## src/rtl/vga_timing_pkg.sv

```systemverilog
// Default 640x480@60 raster timing constants and shared helpers for the
// VGA timing generator and its counters.
package vga_timing_pkg;

    typedef logic [9:0] coord_t;

    localparam int unsigned H_VISIBLE_DEF = 640;
    localparam int unsigned H_FP_DEF      = 16;
    localparam int unsigned H_SYNC_DEF    = 96;
    localparam int unsigned H_BP_DEF      = 48;
    localparam int unsigned V_VISIBLE_DEF = 480;
    localparam int unsigned V_FP_DEF      = 10;
    localparam int unsigned V_SYNC_DEF    = 2;
    localparam int unsigned V_BP_DEF      = 33;

    localparam int unsigned H_TOTAL_DEF  = H_VISIBLE_DEF + H_FP_DEF + H_SYNC_DEF + H_BP_DEF;
    localparam int unsigned V_TOTAL_DEF  = V_VISIBLE_DEF + V_FP_DEF + V_SYNC_DEF + V_BP_DEF;
    localparam int unsigned HS_START_DEF = H_VISIBLE_DEF + H_FP_DEF;
    localparam int unsigned HS_END_DEF   = HS_START_DEF + H_SYNC_DEF;
    localparam int unsigned VS_START_DEF = V_VISIBLE_DEF + V_FP_DEF;
    localparam int unsigned VS_END_DEF   = VS_START_DEF + V_SYNC_DEF;

    // Half-open window test: lo <= v < hi.
    function automatic logic in_window(input coord_t v, input coord_t lo, input coord_t hi);
        return (v >= lo) && (v < hi);
    endfunction

endpackage

```

## src/rtl/vga_wrap_counter.sv

```systemverilog
// Modulo-N up-counter with enable. Exposes the next-state value so callers
// can register decodes that line up with the count shown on the same cycle.
module vga_wrap_counter #(
    parameter int unsigned N = 800,
    parameter int unsigned W = 10
) (
    input  logic         clk_i,
    input  logic         rst_i,
    input  logic         en_i,
    output logic [W-1:0] count_o,
    output logic [W-1:0] count_next_o,
    output logic         wrap_o
);

    logic [W-1:0] count_q;
    logic [W-1:0] count_d;

    // Next count and terminal-count pulse.
    always_comb begin
        count_d = count_q;
        wrap_o  = 1'b0;
        if (en_i) begin
            if (count_q == W'(N - 1)) begin
                count_d = '0;
                wrap_o  = 1'b1;
            end else begin
                count_d = count_q + W'(1);
            end
        end else begin
            count_d = count_q;
        end
    end

    // Count register.
    always_ff @(posedge clk_i or posedge rst_i) begin
        if (rst_i) begin
            count_q <= '0;
        end else begin
            count_q <= count_d;
        end
    end

    assign count_o      = count_q;
    assign count_next_o = count_d;

endmodule

```

## src/rtl/vga_timing_gen.sv

```systemverilog
// VGA raster timing: pixel/line counters plus registered sync, blank and
// line/frame markers, all aligned to the DrawX/DrawY shown on the same cycle.
module vga_timing_gen
    import vga_timing_pkg::*;
#(
    parameter int unsigned H_VISIBLE = H_VISIBLE_DEF,
    parameter int unsigned H_FP      = H_FP_DEF,
    parameter int unsigned H_SYNC    = H_SYNC_DEF,
    parameter int unsigned H_BP      = H_BP_DEF,
    parameter int unsigned V_VISIBLE = V_VISIBLE_DEF,
    parameter int unsigned V_FP      = V_FP_DEF,
    parameter int unsigned V_SYNC    = V_SYNC_DEF,
    parameter int unsigned V_BP      = V_BP_DEF
) (
    input  logic        vga_clk,
    input  logic        reset,
    output coord_t      DrawX,
    output coord_t      DrawY,
    output logic        hs,
    output logic        vs,
    output logic        blank,
    output logic        sync,
    output logic        line_start,
    output logic        frame_start,
    output logic [15:0] frame_count
);

    localparam int unsigned H_TOTAL = H_VISIBLE + H_FP + H_SYNC + H_BP;
    localparam int unsigned V_TOTAL = V_VISIBLE + V_FP + V_SYNC + V_BP;

    localparam coord_t H_VIS_C  = coord_t'(H_VISIBLE);
    localparam coord_t V_VIS_C  = coord_t'(V_VISIBLE);
    localparam coord_t HS_START = coord_t'(H_VISIBLE + H_FP);
    localparam coord_t HS_END   = coord_t'(H_VISIBLE + H_FP + H_SYNC);
    localparam coord_t VS_START = coord_t'(V_VISIBLE + V_FP);
    localparam coord_t VS_END   = coord_t'(V_VISIBLE + V_FP + V_SYNC);

    coord_t x_q, x_d, y_q, y_d;
    logic   h_wrap, v_wrap;

    logic        hs_q, hs_d;
    logic        vs_q, vs_d;
    logic        blank_q, blank_d;
    logic        line_start_q, line_start_d;
    logic        frame_start_q, frame_start_d;
    logic [15:0] frame_count_q, frame_count_d;

    vga_wrap_counter #(
        .N (H_TOTAL),
        .W ($bits(coord_t))
    ) u_h_cnt (
        .clk_i        (vga_clk),
        .rst_i        (reset),
        .en_i         (1'b1),
        .count_o      (x_q),
        .count_next_o (x_d),
        .wrap_o       (h_wrap)
    );

    // Vertical counter advances only on the horizontal wrap, so its wrap
    // pulse already marks the end of a whole frame.
    vga_wrap_counter #(
        .N (V_TOTAL),
        .W ($bits(coord_t))
    ) u_v_cnt (
        .clk_i        (vga_clk),
        .rst_i        (reset),
        .en_i         (h_wrap),
        .count_o      (y_q),
        .count_next_o (y_d),
        .wrap_o       (v_wrap)
    );

    // Decode flags from the next coordinates so they register alongside them.
    always_comb begin
        hs_d          = 1'b1;
        vs_d          = 1'b1;
        blank_d       = 1'b0;
        line_start_d  = 1'b0;
        frame_start_d = 1'b0;
        frame_count_d = frame_count_q;

        hs_d          = ~in_window(x_d, HS_START, HS_END);
        vs_d          = ~in_window(y_d, VS_START, VS_END);
        blank_d       = (x_d < H_VIS_C) && (y_d < V_VIS_C);
        line_start_d  = (x_d == 10'd0);
        frame_start_d = (x_d == 10'd0) && (y_d == 10'd0);

        if (v_wrap) begin
            frame_count_d = frame_count_q + 16'd1;
        end else begin
            frame_count_d = frame_count_q;
        end
    end

    // Flag and frame counter registers.
    always_ff @(posedge vga_clk or posedge reset) begin
        if (reset) begin
            hs_q          <= 1'b1;
            vs_q          <= 1'b1;
            blank_q       <= 1'b0;
            line_start_q  <= 1'b0;
            frame_start_q <= 1'b0;
            frame_count_q <= 16'd0;
        end else begin
            hs_q          <= hs_d;
            vs_q          <= vs_d;
            blank_q       <= blank_d;
            line_start_q  <= line_start_d;
            frame_start_q <= frame_start_d;
            frame_count_q <= frame_count_d;
        end
    end

    assign DrawX       = x_q;
    assign DrawY       = y_q;
    assign hs          = hs_q;
    assign vs          = vs_q;
    assign blank       = blank_q;
    assign sync        = 1'b0;
    assign line_start  = line_start_q;
    assign frame_start = frame_start_q;
    assign frame_count = frame_count_q;

endmodule

```

## config.mk

```make
export PLATFORM = sky130hd
export DESIGN_NAME = vga_timing_gen
export DESIGN_NICKNAME = d
export VERILOG_FILES = /design/src/rtl/vga_timing_pkg.sv /design/src/rtl/vga_wrap_counter.sv /design/src/rtl/vga_timing_gen.sv
export SDC_FILE = /design/constraint.sdc
export NUM_CORES = 1
export LEC_CHECK = 0
export BUFFER_PORTS_ARGS = -buffer_cell sky130_fd_sc_hd__buf_2
export CAP_MARGIN = 20
export CORE_ASPECT_RATIO = 0.5
export CORE_MARGIN = 3
export CORE_UTILIZATION = 54
export DETAILED_ROUTE_END_ITERATION = 16
export PLACE_DENSITY_LB_ADDON = 0.12
export SLEW_MARGIN = 15
export SYNTH_ARGS = -nofsm -noshare
export SYNTH_HDL_FRONTEND = slang
export SYNTH_HIERARCHICAL = 1
export SYNTH_SLANG_ARGS = --single-unit
export TNS_END_PERCENT = 30
```

## constraint.sdc

```tcl
create_clock -name vga_clk -period 3.6 [get_ports vga_clk]
set_input_delay 0.18 -clock vga_clk [delete_from_list [all_inputs] [get_ports vga_clk]]
set_output_delay 0.18 -clock vga_clk [all_outputs]
set_load 0.005 [all_outputs]
```

After elaboration in Yosys (flattened, before gate mapping)
Index checks and enable logic that the tools add are counted.
- flip-flop bits (word level): 41
- output and inout port bits: 42
- logic and storage cells: 33
- add/sub/neg operators: 3
- magnitude comparators: 6
- eq/ne operators: 2
- multiplexer cells: 6
- bitwise logic cells: 2
- reduce and logical (&&, ||, !) cells: 6
- operator list (cell ; number):
    $mux 10 ; 3
    $add 10x1->10 const B ; 2
    $eq 10x10->1 const B ; 2
    $logic_not 10->1 ; 2
    $lt 10x10->1 const B ; 2
    $lt 10x9->1 const B ; 2
    $add 16x1->16 const B ; 1
    $ge 10x10->1 const B ; 1
    $ge 10x9->1 const B ; 1
    $logic_and 1x1->1 ; 4
    $mux 1 ; 3
    $not 1->1 ; 2

Logic depth before layout (Yosys ltp)
Gate-level depths: netlist of run 1.
- depth in word-level cells: 6
- mapped depth: 10

Hierarchy
The synthesis of run 1 kept the hierarchy.
- by module, submodules not included (module ; times used ; cells each ; area an instance (µm²) ; seq. area each (µm²)):
    vga_timing_gen ; 1 ; 84 ; 962.2 ; 528.0
    vga_wrap_counter (u_v_cnt) ; 1 ; 56 ; 540.5 ; 250.2
    vga_wrap_counter (u_h_cnt) ; 1 ; 47 ; 523.0 ; 250.2

Least setup slack after synthesis of run 1
No wires, ideal clock.
- path type: register to register
- start: register u_h_cnt.count_q[0], in the netlist u_h_cnt/count_o[0]
- end: register frame_count_q[13], in the netlist frame_count[13]
- arrival time: 2.771 ns
- required time: 3.521 ns
- slack: 0.750 ns
- stages on the path, launching flop included: 10
- buffers on the path: 1
- clock period less this slack: 2.850 ns
- cells stage by stage: dfrtp_1 ha_1 nand2_1 nor4_4 buf_6 nand3_2 nor3_1 nand4_2 nor4_1 xor2_1
- word-level cells in the longest chain between the ends: 3
- ends and longest elaborated chain (item ; RTL line ; text):
    start: declaration ; vga_wrap_counter.sv:15 ; logic [W-1:0] count_q;
    start signal: assignment ; vga_wrap_counter.sv:39 ; count_q <= count_d;
    $eq 10x10->1 ; vga_wrap_counter.sv:23 ; if (count_q == W'(N - 1)) begin
    $mux 1 ; vga_wrap_counter.sv:23 ;
    net h_wrap ; vga_timing_gen.sv:39 ; logic h_wrap, v_wrap;
    $mux 1 ; vga_wrap_counter.sv:22 ; if (en_i) begin
    net v_wrap ; vga_timing_gen.sv:39 ;
    end signal: assignment ; vga_timing_gen.sv:111 ; frame_count_q <= frame_count_d;
    end: declaration ; vga_timing_gen.sv:46 ; logic [15:0] frame_count_q, frame_count_d;
The timed path passes the listed nets, and every way through them passes these cells.
A chain may end at the register's enable or synchronous reset.

Worst setup path after layout of run 1
- start: register u_h_cnt.count_q[0], in the netlist u_h_cnt/count_o[0]
- end: register frame_count_q[15], in the netlist frame_count[15]
Same word-level chain as after synthesis.

==> impl_metrics.py, run 1 <==
metrics = {
    "critical_path": {
        "worstPathRequired_ns": 3.81,
        "crit_fanout": 7,
        "worstPathArrival_ns": 2.81,
        "path_class": "reg -> reg",
        "ff2ff_path_depth": 9,
        "r2r-start": "u_h_cnt/count_o[0]$_DFF_PP0_",
        "r2r_slack_ns": 1.0,
        "r2r-end": "frame_count[15]$_DFFE_PP0P_",
        "cp-start-kind": "register",
        "crit_path_end_kind": "register",
    },
    "synthesis": {
        "ys_types": 42,
        "yosysMostFrequentCell": "dfrtp_1",
        "ys.flop_type": "dfrtp_1",
        "ys_seq_area_share_pct": 50.8,
        "synth_edf_count": 0,
        "syn_area_um2": 2030,
        "postSynthAreaPerCell_um2": 10.8,
        "syn_nets": 193,
        "synth-seq-cells": 41,
        "yosys-top-cells-area": "dfrtp_1 48%, xor2_1 6.9%, xnor2_1 3.9%",
        "synth.largest_area_cell": "dfrtp_1",
        "synth_top_area_share_pct": 48.2,
        "synthCells": 187,
        "synth_commonest_cells": "39 x dfrtp_1, 16 x xor2_1, 14 x nand2_1, 14 x nor3_1",
        "yosysWarnings": 6,
        "async_reset_ff_share_pct": 100,
    },
    "grt": {
        "antenna_found_initial": 0,
        "grt_first_pass_wirelength_um": 7400,
        "overflow": 0,
        "grt_util_all_layers_pct": 20.4,
        "grt_pass1_vias": 1577,
        "grt_max_degree": 22,
    },
    "power_and_ir_drop": {
        "power.density_nw_per_um2": 484,
        "ir_drop_mv": 0.388,
        "p_leak_nw": 1.20,
    },
    "timing": {
        "worst_pin_slew_ns": 0.822,
        "rsz0062_at_grt": "no",
        "hold_viol_final": 0,
        "slew_viol_final": 0,
        "max_freq_ghz": 0.385,
        "layout_min_cycle_time_ns": 2.60,
        "skew_ns": 0.00967,
        "relSlewSlack_pct": 45.1,
        "tns_ns": 0,
        "period_share_pct": 72.2,
        "setup_viol": 0,
    },
    "clock_tree": {
        "cts_tree": "done",
        "postCtsSetupRepairBufs": 0,
        "cts_sinks": 41,
        "hold_buffers": 1,
        "h-tree-depth": 2,
        "clk_pin_slew_ns": 0.08,
        "cts_buffers": 5,
        "clk_latency_ns": 0.28,
        "ctsLongestPathBuffers": 2,
        "cts_root_buffer": "clkbuf_8",
        "cts_resized": 0,
    },
    "place": {
        "place_congestion": 0.924,
        "portBuffers": 42,
        "detailed_place_hpwl_um": 3220,
    },
    "hold_path": {
        "worstHoldPathType": "in -> async",
    },
    "route": {
        "routed_via_density": 5.70,
        "drc_errors": 0,
        "drt_iter0_drc": 102,
        "drt_pass1_iterations": 4,
        "drt_wl_total_um": 4370,
        "vias": 1637,
        "wl_per_cell_um": 15.2,
        "drt.antenna.violating_nets": 0,
    },
    "floorplan": {
        "core_um2": 3510,
        "start_util_pct": 57.7,
        "die-area_um2": 4570,
        "die_x_um": 92.6,
        "die_h_um": 49.3,
        "io-pin-count": 44,
        "rows": 15,
    },
    "final_layout": {
        "drive_gt1_share_pct": 28.8,
        "nets": 241,
        "finish.utilization_pct": 68.9,
        "area_growth_syn_to_layout_pct": 19.3,
        "fillerInstances": 287,
        "antenna_cells": 0,
    },
    "flow_run": {
        "drv_cap": 0,
    },
    "run_status": {
        "status": "finished clean",
    },
}
[flip-flops by register name (all words and copies together) (netlist names)]
name,count
hs,1
frame_count,16
u_h_cnt/count_o,10
vs,1
blank,1
line_start,1
frame_start,1
u_v_cnt/count_o,10
[critical path, cell delays in order (launching register included)]
cell	delay, ns
dfrtp_1	0.45
ha_1	0.21
nand2_1	0.17
nor4_4	0.30
nand3_2	0.15
nor3_1	0.22
buf_4	0.19
nand4_2	0.20
nor4_1	0.44
xor2_1	0.19
[worst max path at each step]
stage	from	to
after floorplan	u_h_cnt/count_o[0]$_DFF_PP0_	frame_count[13]$_DFFE_PP0P_
after global placement	u_h_cnt/count_o[0]$_DFF_PP0_	frame_count[15]$_DFFE_PP0P_
after detailed placement	u_h_cnt/count_o[0]$_DFF_PP0_	frame_count[15]$_DFFE_PP0P_
after CTS	u_h_cnt/count_o[0]$_DFF_PP0_	frame_count[15]$_DFFE_PP0P_
after global routing	u_h_cnt/count_o[0]$_DFF_PP0_	frame_count[15]$_DFFE_PP0P_
final	u_h_cnt/count_o[0]$_DFF_PP0_	frame_count[15]$_DFFE_PP0P_
[final cells by class]
class	count	area, um2	share of cell area, %
Sequential cell	41	1030	42.5
Multi-Input combinational cell	132	932	38.6
Timing Repair Buffer	45	235	9.73
Clock buffer	6	82.6	3.42
Tap cell	51	63.8	2.64
Clock inverter	2	37.5	1.55
Inverter	10	37.5	1.55
[cells in the final DEF (no fill, tap or decap), types with 3 or more instances in the layout]
master    count
xor2_1       16
nor4_1        6
xnor2_1       9
or4_1         3
dfrtp_1      39
clkbuf_8      6
nand4_1      10
o21ai_0       5
buf_2        42
nor3_1       14
o31ai_1       3
nand3_1       8
ha_1          4
nand2_1      14
a21oi_1       3
nor2_1        9
inv_1        10
[kinds of logic after synthesis]
family / count (synthesis) / share of synthesized area (%)
simple gates: 81 / 25.5
flops: 41 / 50.8
xor+xnor: 25 / 10.8
compound gates: 18 / 5.81
buf+inv: 14 / 3.21
fa+ha+maj: 4 / 2.47
other cells: 2 / 0.371
mux: 2 / 1.05
[routing by layer]
layer  track usage [%]  up-vias  routed length [um]
met5                 0        -                   0
met4              4.14        0                  40
met3              4.93        6                 249
met2              35.2       59                2070
met1              26.6      799                2010
li1                  -      773                   -
[power breakdown]
part	switching [mW]	internal, mW	total [mW]
Clock	0.159	0.226	0.384
Sequential	0.0676	0.501	0.569
Combinational	0.123	0.0942	0.218
Total	0.350	0.821	1.17
[stage by stage]
step | total power, mW | hold slack (ns) | std cells | cell area (um2) | worst slack, ns
4_1_cts | 1.18 | 0.435 | 287 | 2420 | 0.998
3_5_place_dp | 0.793 | 0.195 | 278 | 2290 | 1.04
6_report | 1.17 | 0.440 | 287 | 2420 | 1.00
5_1_grt | 1.23 | 0.474 | 287 | 2420 | 0.747
3_3_place_gp | 0.786 | 0.188 | 278 | 2290 | 1.18
2_1_floorplan | 0.711 | 0.0202 | 187 | 2030 | 0.750
No activity file was read; power rests on OpenSTA's default activity.
==> inputs of run 2 (changes only) <==
Settings changed: ABC_AREA set to 1, CORE_UTILIZATION 54 to 55.
Clock period 3.6 ns to 2.7 ns, I/O delays scaled along.
==> run 2 against run 1 <==
  * Utilization up 3.6 points
  * Wire length is 9.9% higher
  * Synthesized area increased by 13%
  * Cell area rose by 11%
  * Synthesized cell count grew 48%
  * Register-to-register slack worse by 0.78 ns
  * Via count grew 19%
  * Global-route usage grew 0.26 points
  * Critical path depth is 4 higher
  * Flip-flop and latch count unchanged
  * Die area increased by 10%
  * Final cell count increased by 33%
  * Largest power group unchanged
==> impl_metrics.py, run 2 <==
metrics = {
    "timing": {
        "skew_ns": 0.00737,
        "worst_pin_slew_ns": 0.778,
        "period_share_pct": 91.7,
        "layout_min_cycle_time_ns": 2.48,
        "max_freq_ghz": 0.404,
        "setup_ws_ns": 0.224,
        "tns_ns": 0,
        "fin_hold_ws_ns": 0.376,
        "setup_viol": 0,
        "hold_viol_final": 0,
        "rsz0062_at_grt": "no",
        "slew_viol_final": 0,
        "relSlewSlack_pct": 48.1,
    },
    "floorplan": {
        "die-area_um2": 5040,
        "core_um2": 3720,
        "io-pin-count": 44,
        "rows": 15,
        "die_h_um": 51.7,
        "start_util_pct": 61.9,
        "die_x_um": 97.4,
    },
    "critical_path": {
        "r2r-start": "u_h_cnt/count_o[0]$_DFF_PP0_",
        "startpoint": "u_h_cnt/count_o[0]$_DFF_PP0_",
        "max_stage_delay_ns": 0.40,
        "crit_path_end_kind": "register",
        "crit_fanout": 9,
        "ff2ff_path_depth": 13,
        "r2r_slack_ns": 0.22,
        "worstPathArrival_ns": 2.66,
        "path_class": "reg -> reg",
        "cp-start-kind": "register",
        "path_cells": "ha_1, nand2_1, nor2_4, nand4_2, inv_2, nand2_2, nor2_4, nand2_2, xor2_1, inv_1, nand3_1, nor3b_1, nand4_1",
        "worstPathRequired_ns": 2.89,
        "critPathSlowestCell": "dfrtp_1",
        "setup.worst_path.end": "vs$_DFF_PP1_",
        "r2r-end": "vs$_DFF_PP1_",
    },
    "final_layout": {
        "antenna_cells": 0,
        "fillerInstances": 286,
        "nets": 338,
        "final_common_cell": "nand2_1",
        "area_growth_syn_to_layout_pct": 17.1,
        "layout_common_cells": "57 x nand2_1, 48 x inv_1, 42 x buf_2, 39 x dfrtp_1, 33 x nor2_1",
        "final_cells": 383,
        "drive_gt1_share_pct": 24.1,
        "largest_reg_flops": 16,
    },
    "clock_tree": {
        "cts_sinks": 41,
        "clk_pin_slew_ns": 0.07,
        "ctsLongestPathBuffers": 2,
        "postCtsSetupRepairBufs": 0,
        "clk_latency_ns": 0.29,
        "h-tree-depth": 2,
        "cts_buffers": 5,
        "cts_tree": "done",
        "cts_root_buffer": "clkbuf_8",
    },
    "grt": {
        "overflow": 0,
        "grt_pass1_vias": 2018,
        "antenna_found_initial": 0,
        "grt_first_pass_wirelength_um": 8490,
        "grt_max_degree": 22,
        "grt_util_all_layers_pct": 20.7,
    },
    "synthesis": {
        "synthCells": 276,
        "synth_edf_count": 0,
        "syn_area_um2": 2300,
        "yosys-top-cells-area": "dfrtp_1 42%, nand2_1 9.3%, inv_1 8.0%",
        "synth.largest_area_cell": "dfrtp_1",
        "postSynthAreaPerCell_um2": 8.33,
        "ys_seq_area_share_pct": 44.7,
        "synth_top_area_share_pct": 42.5,
        "synth-seq-cells": 41,
        "yosysWarnings": 6,
        "ys_types": 34,
        "ys.flop_type": "dfrtp_1",
        "yosysMostFrequentCell": "nand2_1",
        "synth_commonest_cells": "57 x nand2_1, 49 x inv_1, 39 x dfrtp_1, 33 x nor2_1, 15 x xor2_1",
        "async_reset_ff_share_pct": 100,
    },
    "power_and_ir_drop": {
        "total_power_mw": 1.59,
        "ir_drop_mv": 0.295,
        "p_leak_nw": 1.53,
        "power.density_nw_per_um2": 589,
    },
    "place": {
        "detailed_place_hpwl_um": 3810,
        "place_congestion": 0.858,
        "pre_cts_ws_ns": 0.0551,
        "portBuffers": 42,
        "dp_cells": 375,
    },
    "route": {
        "drt_iter0_drc": 76,
        "drt.antenna.violating_nets": 0,
        "drt_pass1_iterations": 4,
        "wl_per_cell_um": 12.5,
        "drt_wl_total_um": 4800,
        "drc_errors": 0,
        "vias": 1947,
        "routed_via_density": 5.08,
    },
    "flow_run": {
        "drv_cap": 0,
    },
    "run_status": {
        "status": "finished clean",
    },
    "hold_path": {
        "worstHoldPathType": "in -> async",
    },
}
==> run 2: worst min path at each step <==
stage               startpoint  slack [ns]                      endpoint
floorplan                reset       -0.02  u_h_cnt/count_o[0]$_DFF_PP0_
CTS                      reset        0.38  u_h_cnt/count_o[8]$_DFF_PP0_
global placement         reset        0.14  u_h_cnt/count_o[8]$_DFF_PP0_
detailed placement       reset        0.14  u_h_cnt/count_o[8]$_DFF_PP0_
global route             reset        0.43  u_h_cnt/count_o[7]$_DFF_PP0_
finish                   reset        0.38  u_h_cnt/count_o[7]$_DFF_PP0_
==> run 2: timing repair <==
item / CTS / global route
gates resized for setup: 0 / 2
hold endpoints to repair: 20 / 0
hold buffers: 1 / 0
endpoints found under the setup margin: 0 / 16
==> run 2: report_power, final <==
group | leakage (nW) | switching, mW | internal, mW
Combinational | 0.983 | 0.276 | 0.162
Clock | 0.0410 | 0.194 | 0.176
Sequential | 0.507 | 0.0892 | 0.689
Total | 1.53 | 0.559 | 1.03
==> run 2: per-stage QoR <==
stage / area, um2 / utilization (%)
3_3_place_gp: 2600 / 69.9
4_1_cts: 2690 / 72.3
5_1_grt: 2690 / 72.5
3_5_place_dp: 2600 / 69.9
6_report: 2690 / 72.5
2_1_floorplan: 2320 / -
==> run 2: cell type report <==
class	count	area [um2]	share of cell area, %
timing repair buffer	45	235	8.74
multi-input combinational	190	1100	41.0
inverter	49	184	6.83
clock inverter	1	5.00	0.186
clock buffer	6	72.6	2.70
sequential	41	1030	38.2
tap	51	63.8	2.37
==> run 2: kinds of logic (layout without fill, tap and decap cells) <==
kind of cell,Yosys count,after routing,share of synthesized area [%]
fa+ha+maj,4,4,2.18
compound gates,11,11,2.94
buf+inv,50,101,8.33
flops,41,41,44.7
xor+xnor,17,17,6.48
simple gates,150,150,34.5
mux,1,1,0.490
other cells,2,7,0.327
==> run 2: per-layer routing <==
metal | track usage, % | part of all wire, % | up-vias
met2 | 38.9 | 49 | 60
met3 | 5.49 | 5.0 | 10
met4 | 6.44 | 1.3 | 0
met1 | 23.6 | 45 | 918
met5 | 0 | 0 | -
li1 | - | - | 959
==> run 2: worst max-delay path: cells and delay by family, from the launching register on <==
| family | cells | cell delay (ns) |
|---|---|---|
| adders and majority gates | 1 | 0.21 |
| xor gates and xnor gates | 1 | 0.15 |
| and+or+nand+nor | 9 | 1.29 |
| DFF | 1 | 0.40 |
| buffers and inverters | 2 | 0.33 |
